==> src/rtl/vg_pkg.sv <==
// Shared opcodes, FSM states and strobe sequencing tables for the vector generator.
// No logic latency: constants and pure functions only.
// No flow control: consumed by the fetch/decode FSM and its strobe sequencer.
package vg_pkg;

    localparam logic [2:0] OP_VCTR = 3'b000;
    localparam logic [2:0] OP_HALT = 3'b001;
    localparam logic [2:0] OP_SVEC = 3'b010;
    localparam logic [2:0] OP_STAT = 3'b011;
    localparam logic [2:0] OP_CNTR = 3'b100;
    localparam logic [2:0] OP_JSRL = 3'b101;
    localparam logic [2:0] OP_RTSL = 3'b110;
    localparam logic [2:0] OP_JMPL = 3'b111;

    localparam logic [1:0] CMD_VECTOR = 2'd0;
    localparam logic [1:0] CMD_CENTRE = 2'd1;

    typedef enum logic [2:0] {
        ST_HALT,
        ST_START,
        ST_FETCH1,
        ST_FETCH2,
        ST_DECODE,
        ST_STACK_SEQ,
        ST_EXEC,
        ST_STATUS
    } vg_state_t;

    // Odd slots carry a single low strobe; even slots are idle gaps.
    function automatic logic [3:0] seq_slot(input logic [2:0] opc, input logic [2:0] idx);
        logic [3:0] s;
        s = 4'hF;
        if (opc == OP_JSRL) begin
            if (idx == 3'd1) s = 4'b1110;
            if (idx == 3'd3) s = 4'b1101;
            if (idx == 3'd5) s = 4'b1011;
        end else if (opc == OP_RTSL) begin
            if (idx == 3'd1) s = 4'b1101;
            if (idx == 3'd3) s = 4'b1011;
        end else if (opc == OP_JMPL) begin
            if (idx == 3'd1) s = 4'b1011;
        end else if (opc == OP_STAT) begin
            if (idx == 3'd1) s = 4'b0111;
        end
        return s;
    endfunction

    function automatic logic [2:0] seq_last(input logic [2:0] opc);
        logic [2:0] n;
        n = 3'd2;
        if (opc == OP_JSRL) n = 3'd6;
        if (opc == OP_RTSL) n = 3'd4;
        return n;
    endfunction

endpackage

==> src/rtl/vg_strobe_seq.sv <==
// Generates the ordered, non-overlapping active-low stack/status strobes for one instruction.
// First strobe falls the cycle after start; done pulses one cycle after the trailing idle slot.
// No backpressure: runs to completion once started; op must stay stable until done.
module vg_strobe_seq
    import vg_pkg::*;
(
    input  logic       clk,
    input  logic       DISRST_not,
    input  logic       start,
    input  logic [2:0] op,
    output logic [3:0] strobe,
    output logic       done
);

    logic       active;
    logic [2:0] cnt;

    always_ff @(posedge clk or negedge DISRST_not) begin
        if (!DISRST_not) begin
            active <= 1'b0;
            cnt    <= 3'd0;
            strobe <= 4'hF;
            done   <= 1'b0;
        end else begin
            done <= 1'b0;
            if (start) begin
                active <= 1'b1;
                cnt    <= 3'd1;
                strobe <= seq_slot(op, 3'd1);
            end else if (active) begin
                if (cnt == seq_last(op)) begin
                    active <= 1'b0;
                    done   <= 1'b1;
                    strobe <= 4'hF;
                end else begin
                    cnt    <= cnt + 3'd1;
                    strobe <= seq_slot(op, cnt + 3'd1);
                end
            end
        end
    end

endmodule

==> src/rtl/vg_fetch_decode.sv <==
// Vector generator fetch/decode/sequencing: reads instruction words, drives PC-stage controls and drawer commands.
// Per word: 1 cycle to raise mem_rd, ack wait, 1 AVG0 cycle; decode 1 cycle; stack ops add a strobe sequence.
// mem_rd held until mem_ack (timeout halts); vec_start pulse then waits on vec_done (same-cycle done allowed).
module vg_fetch_decode
    import vg_pkg::*;
#(
    parameter int MEM_WAIT_MAX = 15
) (
    input  logic        clk,
    input  logic        DISRST_not,
    input  logic        go,
    output logic        mem_rd,
    input  logic        mem_ack,
    input  logic [15:0] mem_data,
    output logic        VGGO_not,
    output logic        AVG0,
    output logic [2:0]  op,
    output logic [3:0]  strobe,
    output logic [11:0] DVY,
    output logic        vec_start,
    input  logic        vec_done,
    output logic [1:0]  vec_cmd,
    output logic [12:0] vec_dx,
    output logic [12:0] vec_dy,
    output logic [2:0]  vec_z,
    output logic [3:0]  stat_color,
    output logic [3:0]  stat_int,
    output logic [2:0]  scal_bin,
    output logic [7:0]  scal_lin,
    output logic        halted
);

    localparam int WAIT_W = $clog2(MEM_WAIT_MAX + 1);

    vg_state_t         state;
    logic [15:0]       word1;
    logic [WAIT_W-1:0] wait_cnt;
    logic              seq_start;
    logic              seq_done;
    logic [2:0]        opc;

    assign opc = word1[15:13];

    vg_strobe_seq u_seq (
        .clk        (clk),
        .DISRST_not (DISRST_not),
        .start      (seq_start),
        .op         (op),
        .strobe     (strobe),
        .done       (seq_done)
    );

    always_ff @(posedge clk or negedge DISRST_not) begin
        if (!DISRST_not) begin
            state      <= ST_HALT;
            word1      <= 16'h0000;
            wait_cnt   <= '0;
            seq_start  <= 1'b0;
            mem_rd     <= 1'b0;
            VGGO_not   <= 1'b1;
            AVG0       <= 1'b0;
            op         <= OP_VCTR;
            DVY        <= 12'h000;
            vec_start  <= 1'b0;
            vec_cmd    <= CMD_VECTOR;
            vec_dx     <= 13'h0000;
            vec_dy     <= 13'h0000;
            vec_z      <= 3'd0;
            stat_color <= 4'h0;
            stat_int   <= 4'h0;
            scal_bin   <= 3'd0;
            scal_lin   <= 8'h00;
            halted     <= 1'b1;
        end else begin
            vec_start <= 1'b0;
            seq_start <= 1'b0;
            case (state)
                ST_HALT: begin
                    if (go) begin
                        VGGO_not <= 1'b0;
                        halted   <= 1'b0;
                        state    <= ST_START;
                    end
                end
                ST_START: begin
                    VGGO_not <= 1'b1;
                    state    <= ST_FETCH1;
                end
                // Three phases per word: raise mem_rd, wait for ack, then one AVG0 cycle.
                ST_FETCH1, ST_FETCH2: begin
                    if (AVG0) begin
                        AVG0 <= 1'b0;
                        if (state == ST_FETCH1) begin
                            state <= ST_DECODE;
                        end else begin
                            vec_start <= 1'b1;
                            state     <= ST_EXEC;
                        end
                    end else if (mem_rd) begin
                        if (mem_ack) begin
                            mem_rd <= 1'b0;
                            AVG0   <= 1'b1;
                            if (state == ST_FETCH1) begin
                                word1 <= mem_data;
                            end else begin
                                vec_dx <= mem_data[12:0];
                                vec_z  <= mem_data[15:13];
                            end
                        end else if (wait_cnt == WAIT_W'(MEM_WAIT_MAX - 1)) begin
                            mem_rd <= 1'b0;
                            halted <= 1'b1;
                            state  <= ST_HALT;
                        end else begin
                            wait_cnt <= wait_cnt + WAIT_W'(1);
                        end
                    end else begin
                        mem_rd   <= 1'b1;
                        wait_cnt <= '0;
                    end
                end
                ST_DECODE: begin
                    op <= (opc == OP_HALT) ? OP_VCTR : opc;
                    case (opc)
                        OP_VCTR: begin
                            vec_cmd <= CMD_VECTOR;
                            vec_dy  <= word1[12:0];
                            state   <= ST_FETCH2;
                        end
                        OP_HALT: begin
                            halted <= 1'b1;
                            state  <= ST_HALT;
                        end
                        OP_SVEC: begin
                            vec_cmd   <= CMD_VECTOR;
                            vec_dy    <= {{7{word1[12]}}, word1[12:8], 1'b0};
                            vec_dx    <= {{7{word1[4]}}, word1[4:0], 1'b0};
                            vec_z     <= word1[7:5];
                            vec_start <= 1'b1;
                            state     <= ST_EXEC;
                        end
                        OP_STAT: begin
                            if (word1[12]) begin
                                scal_bin <= word1[10:8];
                                scal_lin <= word1[7:0];
                            end else begin
                                stat_int   <= word1[7:4];
                                stat_color <= word1[3:0];
                            end
                            seq_start <= 1'b1;
                            state     <= ST_STATUS;
                        end
                        OP_CNTR: begin
                            vec_cmd   <= CMD_CENTRE;
                            vec_start <= 1'b1;
                            state     <= ST_EXEC;
                        end
                        default: begin
                            if (opc != OP_RTSL) DVY <= word1[11:0];
                            seq_start <= 1'b1;
                            state     <= ST_STACK_SEQ;
                        end
                    endcase
                end
                // op holds through the sequencer's trailing idle so the PC stage sees it settle.
                ST_STACK_SEQ, ST_STATUS: begin
                    if (seq_done) begin
                        op    <= OP_VCTR;
                        state <= ST_FETCH1;
                    end
                end
                ST_EXEC: begin
                    if (vec_done) begin
                        vec_cmd <= CMD_VECTOR;
                        op      <= OP_VCTR;
                        state   <= ST_FETCH1;
                    end
                end
                default: state <= ST_HALT;
            endcase
        end
    end

endmodule

==> config.mk <==
export PLATFORM = sky130hd
export DESIGN_NAME = vg_fetch_decode
export DESIGN_NICKNAME = d
export VERILOG_FILES = /design/src/rtl/vg_pkg.sv /design/src/rtl/vg_strobe_seq.sv /design/src/rtl/vg_fetch_decode.sv
export SDC_FILE = /design/constraint.sdc
export NUM_CORES = 1
export LEC_CHECK = 0
export CELL_PAD_IN_SITES_DETAIL_PLACEMENT = 1
export CELL_PAD_IN_SITES_GLOBAL_PLACEMENT = 2
export CORE_UTILIZATION = 30
export CTS_CLUSTER_SIZE = 12
export DETAILED_ROUTE_END_ITERATION = 10
export HOLD_SLACK_MARGIN = 0.08
export PLACE_DENSITY = 0.78
export SLEW_MARGIN = 10
export SYNTH_ARGS = -nofsm -noshare
export SYNTH_HDL_FRONTEND = slang
export SYNTH_SLANG_ARGS = --single-unit
export TNS_END_PERCENT = 1
==> constraint.sdc <==
create_clock -name clk -period 1.8 [get_ports clk]
set_clock_uncertainty 0.1 [all_clocks]
set_input_delay 0.18 -clock clk [delete_from_list [all_inputs] [get_ports clk]]
set_output_delay 0.18 -clock clk [all_outputs]
set_load 0.02 [all_outputs]
==> run_results.csv, run 1 <==
group,metric,value,unit
run_status,status,"complete, no violations",
power,power_frac_comb,0.448,
placed_design,pre_cts_ws,-0.1102,ns
hold_path,hold_class,"in -> async",
floorplan,die-width,126.0,um
power,peakVddDrop,0.6488,mV
critical_path,arrival,1.92,ns
power,leakage,2.899,nW
clocking,numCtsBuffers,9,
detailed_routing,drtIter0Drc,132,
floorplan,ios,95,
sta,grt_setup_unrepaired,"yes",
global_routing,grt_pass1_vias,3826,
synthesis,synth.largest_area_cell,"dfrtp_1",
floorplan,die_h,126.0,um
power,p_int,6.652,mW
synthesis,syn_area,0.004611,mm^2
critical_path,crit_path_top_delay_cell,"dfrtp_1",
critical_path,crit_type,"reg -> reg",
cells_and_area,layout_common_cells,"dfrtp_1, clkdlybuf4s50_1, mux2_2, nand2_1, buf_4",
floorplan,start_util,0.3125,
detailed_routing,vias,3472,
clocking,cts_root_buf,"clkbuf_16",
sta,period_minus_slack,1.785,ns
synthesis,syn_area_per_cell,11.73,um^2
cells_and_area,n_antenna_cell,0,
critical_path,slowest_delay,0.42,ns
global_routing,grt_max_degree,38,
synthesis,yosysSeqAreaShare,0.5552,
critical_path,endpoint_kind,"register",
power,pwr_density_cell,1729,mW/mm^2
clocking,cts_tree,"yes",
detailed_routing,antenna_left,0,
critical_path,path_max_fanout,18,
detailed_routing,wl,13040,um
synthesis,syn_inst,393,
sta,fin_crit_sh,0.9915,
cells_and_area,layout_commonest_cell,"dfrtp_1",
power,switching_share,0.3920,
detailed_routing,vias_per_cell,4.996,
placed_design,io_buffers,93,
detailed_routing,drcViolationCount,0,
floorplan,rows,44,
synthesis,synth.area.top_cells,"dfrtp_1, mux2_2, dfstp_2",
synthesis,ys_ff_latch,102,
clocking,clk_latency,0.35,ns
critical_path,crit_path_cell_trace,"or3b_4 > buf_12 > o32a_1 > buf_4 > a32o_1",
sta,worst_pin_slew,0.5259,ns
synthesis,synth_nets,419,
clocking,clk_transition_reported_paths,0.07,ns
sta,hold_violations,0,
clocking,clockBufferDepth,2,
synthesis,ys_types,55,
detailed_routing,first_pass_iters,4,
sta,final.setup.tns,0,ns
cells_and_area,nets,532,
sta,finalSetupViolCount,0,
critical_path,startpoint_type,"register",
placed_design,gp_congestion,0.8390,
clocking,clock-sinks,102,
synthesis,synth_warnings,0,
sta,timing.fmax,0.5603,GHz
clocking,h-tree-depth,3,
cells_and_area,drive_gt1_frac,0.2622,
floorplan,core,0.01475,mm^2
sta,drv_slew,0,
critical_path,worstRegToRegCells,5,
power,pwr-share-seq,0.366,
detailed_routing,route.detailed.wl_per_inst,18.76,um
placed_design,hpwl,9333,um
synthesis,synthArstFlopShare,1.000,
critical_path,crit_required,1.94,ns
synthesis,synth_edf_count,0,
synthesis,yosys.area.top_type_share,0.5210,
global_routing,grt_usage,0.1739,
global_routing,grt_pass1_wl,21160,um
sta,worst_slack,0.01526,ns
power,switchingPower,4.288,mW
synthesis,synthFlopType,"dfrtp_1",
sta,slew_headroom,0.6494,
power,p_clk_frac,0.186,
global_routing,grt-ovfl-total,0,
cells_and_area,area_growth_syn_to_layout,37.23,%
global_routing,antenna_found_initial,0,
run,drv_cap,0,
floorplan,die-area,0.01587,mm^2
## flip-flops by register name, indices dropped and copies added, names as in the netlist, 4 cells and up
name and cells:
u_seq.strobe 4, scal_lin 8, vec_dy 13, stat_color 4, DVY 12, word1 16
wait_cnt 4, vec_dx 13, stat_int 4
## power groups by stage
stage | Sequential (mW) | Clock [mW] | Combinational [mW]
finish | 4.01 | 2.04 | 4.90
global route | 4.13 | 2.18 | 5.30
CTS | 4.03 | 2.09 | 4.88
detailed placement | 4.05 | 0 | 4.79
global placement | 4.01 | 0 | 4.65
floorplan | 4.39 | 0 | 2.15
## metrics by stage
step / instances / power, mW / hold WS, ns / utilization / area, um^2
after floorplan: 393 / 6.539 / -0.2156 / - / 4618
after global placement: 675 / 8.663 / 0.08811 / 0.4000 / 5902
after detailed placement: 675 / 8.836 / 0.09582 / 0.4000 / 5902
after CTS: 692 / 11.00 / 0.2454 / 0.4240 / 6256
after global routing: 695 / 11.61 / 0.2970 / 0.4289 / 6327
final: 695 / 10.94 / 0.2558 / 0.4289 / 6327
## synthesized netlist by cell type, drive strengths merged (3+ instances only)
cell type  count
a21o           4
xor2           3
a31oi          3
o21ai         34
nand2b         4
nor2b          6
mux2i         11
o31ai          3
nand2         39
dfstp          6
xnor2          3
nor3           7
inv           10
nor2          14
dfrtp         96
or3b           3
or3            3
nand3          5
a21oi         21
a22o           3
buf           14
clkbuf        13
nor3b          5
ha             5
mux2          51
## final timing paths
path	start	end	slack [ns]
hold / removal	DISRST_not	stat_int[0]$_DFFE_PN0P_	0.26
min in group clk	mem_data[4]	word1[4]$_DFFE_PN0P_	0.39
setup reg to reg	state[1]$_DFFE_PN0P_	vec_dx[0]$_DFFE_PN0P_	0.02
hold reg to reg	vec_dx[6]$_DFFE_PN0P_	vec_dx[6]$_DFFE_PN0P_	0.40
setup / recovery	state[1]$_DFFE_PN0P_	vec_dx[0]$_DFFE_PN0P_	0.02
max in group asynchronous	DISRST_not	word1[1]$_DFFE_PN0P_	0.70
## kinds of logic (layout without fill, tap and decap cells)
| kind of cell | after synthesis | count (layout) | synth area share |
|---|---|---|---|
| flip-flops | 102 | 102 | 0.5552 |
| AND/OR/NAND/NOR | 93 | 93 | 0.1020 |
| AO/OA/AOI/OAI | 87 | 87 | 0.1251 |
| multiplexers | 62 | 62 | 0.1493 |
| buffers and inverters | 37 | 155 | 0.04260 |
| XOR/XNOR | 6 | 6 | 0.01140 |
| adder cells (fa/ha/maj) | 5 | 5 | 0.01357 |
| other | 1 | 1 | 0.0008133 |
## timing repair
action,4_1_cts,5_1_grt
hold buffers,1,0
resized for setup,9,15
pin swaps,2,4
hold endpoints to repair,34,0
buffers inserted,0,3
gates cloned,0,0
setup endpoints to repair,40,58
## routing by layer
layer | wire length, um | global-route usage
met1 | 5898 | 0.2231
met3 | 646 | 0.04333
met4 | 228 | 0.06733
met5 | 0 | 0
met2 | 6267 | 0.2821
## area by class of cell
class                      instances  area [um^2]
inverter                          10        37.54
clock inverter                     7        80.08
tap                              184        230.2
timing repair buffer             129         1281
fill                            1603         8427
sequential                       102         2562
multi-input combinational        254         1911
clock buffer                       9        225.2
## critical path: cells and delay by family, from the launching register on
kind | cells | cell delay, ns
flip-flops | 1 | 0.42
AND/OR/NAND/NOR | 1 | 0.41
AO/OA/AOI/OAI | 2 | 0.42
buffers and inverters | 2 | 0.32
No activity file was read; power rests on OpenSTA's default activity.
==> run 2: changes to the inputs <==
--- a/config.mk
+++ b/config.mk
@@ -7,6 +7,7 @@
 export LEC_CHECK = 0
 export CELL_PAD_IN_SITES_DETAIL_PLACEMENT = 1
 export CELL_PAD_IN_SITES_GLOBAL_PLACEMENT = 2
+export CORE_MARGIN = 1.5
 export CORE_UTILIZATION = 30
 export CTS_CLUSTER_SIZE = 12
 export DETAILED_ROUTE_END_ITERATION = 10
==> run 2 against run 1 <==
  * Maximum frequency is 0.20% higher
  * Final area is 0.59% higher
  * Count of clock-buffer cells in the layout is 2 higher
  * Register-to-register slack hardly changed
  * Sequential power hardly changed
  * Worst setup slack better by 0.0036 ns
  * Cell count is 0.72% higher
  * Die area is 1.6% higher
  * Via count is 0.63% lower
  * Non-clock buffer count is 1 higher
  * Worst hold slack worse by 0.058 ns
  * Critical path depth stayed put
==> run_results.csv, run 2 (synthesis results as in run 1) <==
group,metric,value,unit
run_status,status,"complete, no violations",
sta,drv_slew,0,
floorplan,ios,95,
detailed_routing,vias_per_cell,4.929,
hold_path,hold_class,"in -> async",
detailed_routing,first_pass_iters,4,
critical_path,path_max_fanout,24,
power,peakVddDrop,0.6557,mV
cells_and_area,final_util,0.4218,
placed_design,place_area,0.005947,mm^2
cells_and_area,top_register,"word1",
placed_design,pre_cts_ws,-0.04672,ns
power,pwr-share-seq,0.369,
cells_and_area,layout_commonest_cell,"dfrtp_1",
cells_and_area,finalInstanceArea,0.006365,mm^2
critical_path,startpoint_type,"register",
power,pwr_density_cell,1711,mW/mm^2
global_routing,antenna_found_initial,0,
cells_and_area,n_antenna_cell,0,
detailed_routing,vias,3450,
power,p_clk_frac,0.175,
power,total_power,10.89,mW
clocking,clk_latency,0.35,ns
clocking,numCtsBuffers,9,
placed_design,gp_congestion,0.7975,
sta,period_minus_slack,1.781,ns
power,p_int,6.626,mW
floorplan,die-area,0.01612,mm^2
sta,final.setup.tns,0,ns
floorplan,rows,45,
cells_and_area,drive_gt1_frac,0.2734,
sta,worst_slack,0.01885,ns
run,drv_cap,0,
detailed_routing,drtIter0Drc,93,
global_routing,grt_max_degree,40,
power,power_frac_comb,0.456,
power,switchingPower,4.261,mW
clocking,cts_tree,"yes",
sta,fin_crit_sh,0.9895,
global_routing,grt-ovfl-total,0,
power,leakage,2.888,nW
detailed_routing,wl,12790,um
critical_path,crit_required,1.94,ns
critical_path,crit_type,"reg -> reg",
placed_design,hpwl,9141,um
sta,finalSetupViolCount,0,
detailed_routing,route.detailed.wl_per_inst,18.27,um
global_routing,grt_usage,0.1648,
cells_and_area,largest_reg_flops,16,
sta,grt_setup_unrepaired,"yes",
placed_design,dp.cells,681,
cells_and_area,fillers,1636,
floorplan,core,0.01509,mm^2
cells_and_area,nets,533,
power,switching_share,0.3914,
cells_and_area,area_growth_syn_to_layout,38.05,%
clocking,clk_transition_reported_paths,0.07,ns
global_routing,grt_pass1_wl,20580,um
cells_and_area,reg_top3,"word1 x16, vec_dx x13, vec_dy x13",
global_routing,grt_pass1_vias,3739,
cells_and_area,stdcell_count,700,
clocking,clock-sinks,102,
clocking,clockBufferDepth,2,
placed_design,io_buffers,93,
detailed_routing,drcViolationCount,0,
sta,timing.fmax,0.5614,GHz
floorplan,start_util,0.3056,
detailed_routing,antenna_left,0,
sta,hold_violations,0,
critical_path,arrival,1.92,ns
floorplan,die-width,127.0,um
cells_and_area,layout_common_cells,"dfrtp_1, clkdlybuf4s50_1, mux2_2, nand2_1, buf_4",
clocking,cts_root_buf,"clkbuf_16",
floorplan,die_h,127.0,um
critical_path,endpoint_kind,"register",
clocking,h-tree-depth,3,
sta,worst_hold_slack,0.1974,ns
## run 2: area by class of cell
class                   instances  area (um^2)  share of cell area
repair buffers                130         1301              0.2044
multi-input cells             254         1944              0.3055
flip-flops and latches        102         2564              0.4028
well taps                     188        235.2             0.03696
inverters                      10        37.54            0.005897
clock inverters                 5        40.04            0.006291
clock buffers                  11        242.7             0.03814
## run 2: repair_timing
| action | CTS | global route |
|---|---|---|
| resized for setup | 11 | 32 |
| endpoints found under the hold margin | 100 | 0 |
| setup endpoints to repair | 55 | 66 |
| setup buffers | 0 | 2 |
| pin swaps | 1 | 5 |
| hold buffers | 1 | 0 |
## run 2: worst max-delay path: stages, from the launching register on
cell and delay [ns]:
dfrtp_2 0.45, or3b_4 0.42, or3_4 0.37, buf_12 0.18, nand2_1 0.09, o21ai_2 0.05
## run 2: path summary, 6_finish.rpt
kind | start | to | slack (ns) | depth (start not counted)
max reg2reg | state[0]$_DFFE_PN0P_ | vec_dy[7]$_DFFE_PN0P_ | 0.02 | 5
max in group asynchronous | DISRST_not | halted$_DFFE_PN1P_ | 0.79 | 3
min in group clk | mem_data[1] | word1[1]$_DFFE_PN0P_ | 0.37 | 2
min | DISRST_not | scal_lin[3]$_DFFE_PN0P_ | 0.20 | 2
min reg2reg | vec_dy[10]$_DFFE_PN0P_ | vec_dy[10]$_DFFE_PN0P_ | 0.39 | 2
max | state[0]$_DFFE_PN0P_ | vec_dy[7]$_DFFE_PN0P_ | 0.02 | 5
## run 2: power by group through the flow
stage                     clock network, mW  registers, mW  logic (mW)
after floorplan                           0           4.39        2.15
after global placement                    0           3.99        4.67
after detailed placement                  0           4.04        4.80
after CTS                              1.96           4.01        4.86
after global routing                   2.05           4.16        5.39
final                                  1.90           4.02        4.96
## run 2: metal layers
metal,share of wire,GRT usage,up-vias
met5,0,0,-
met4,0.0095,0.04947,0
met3,0.056,0.04606,8
met2,0.48,0.2682,74
met1,0.45,0.2147,1748
li1,-,-,1620
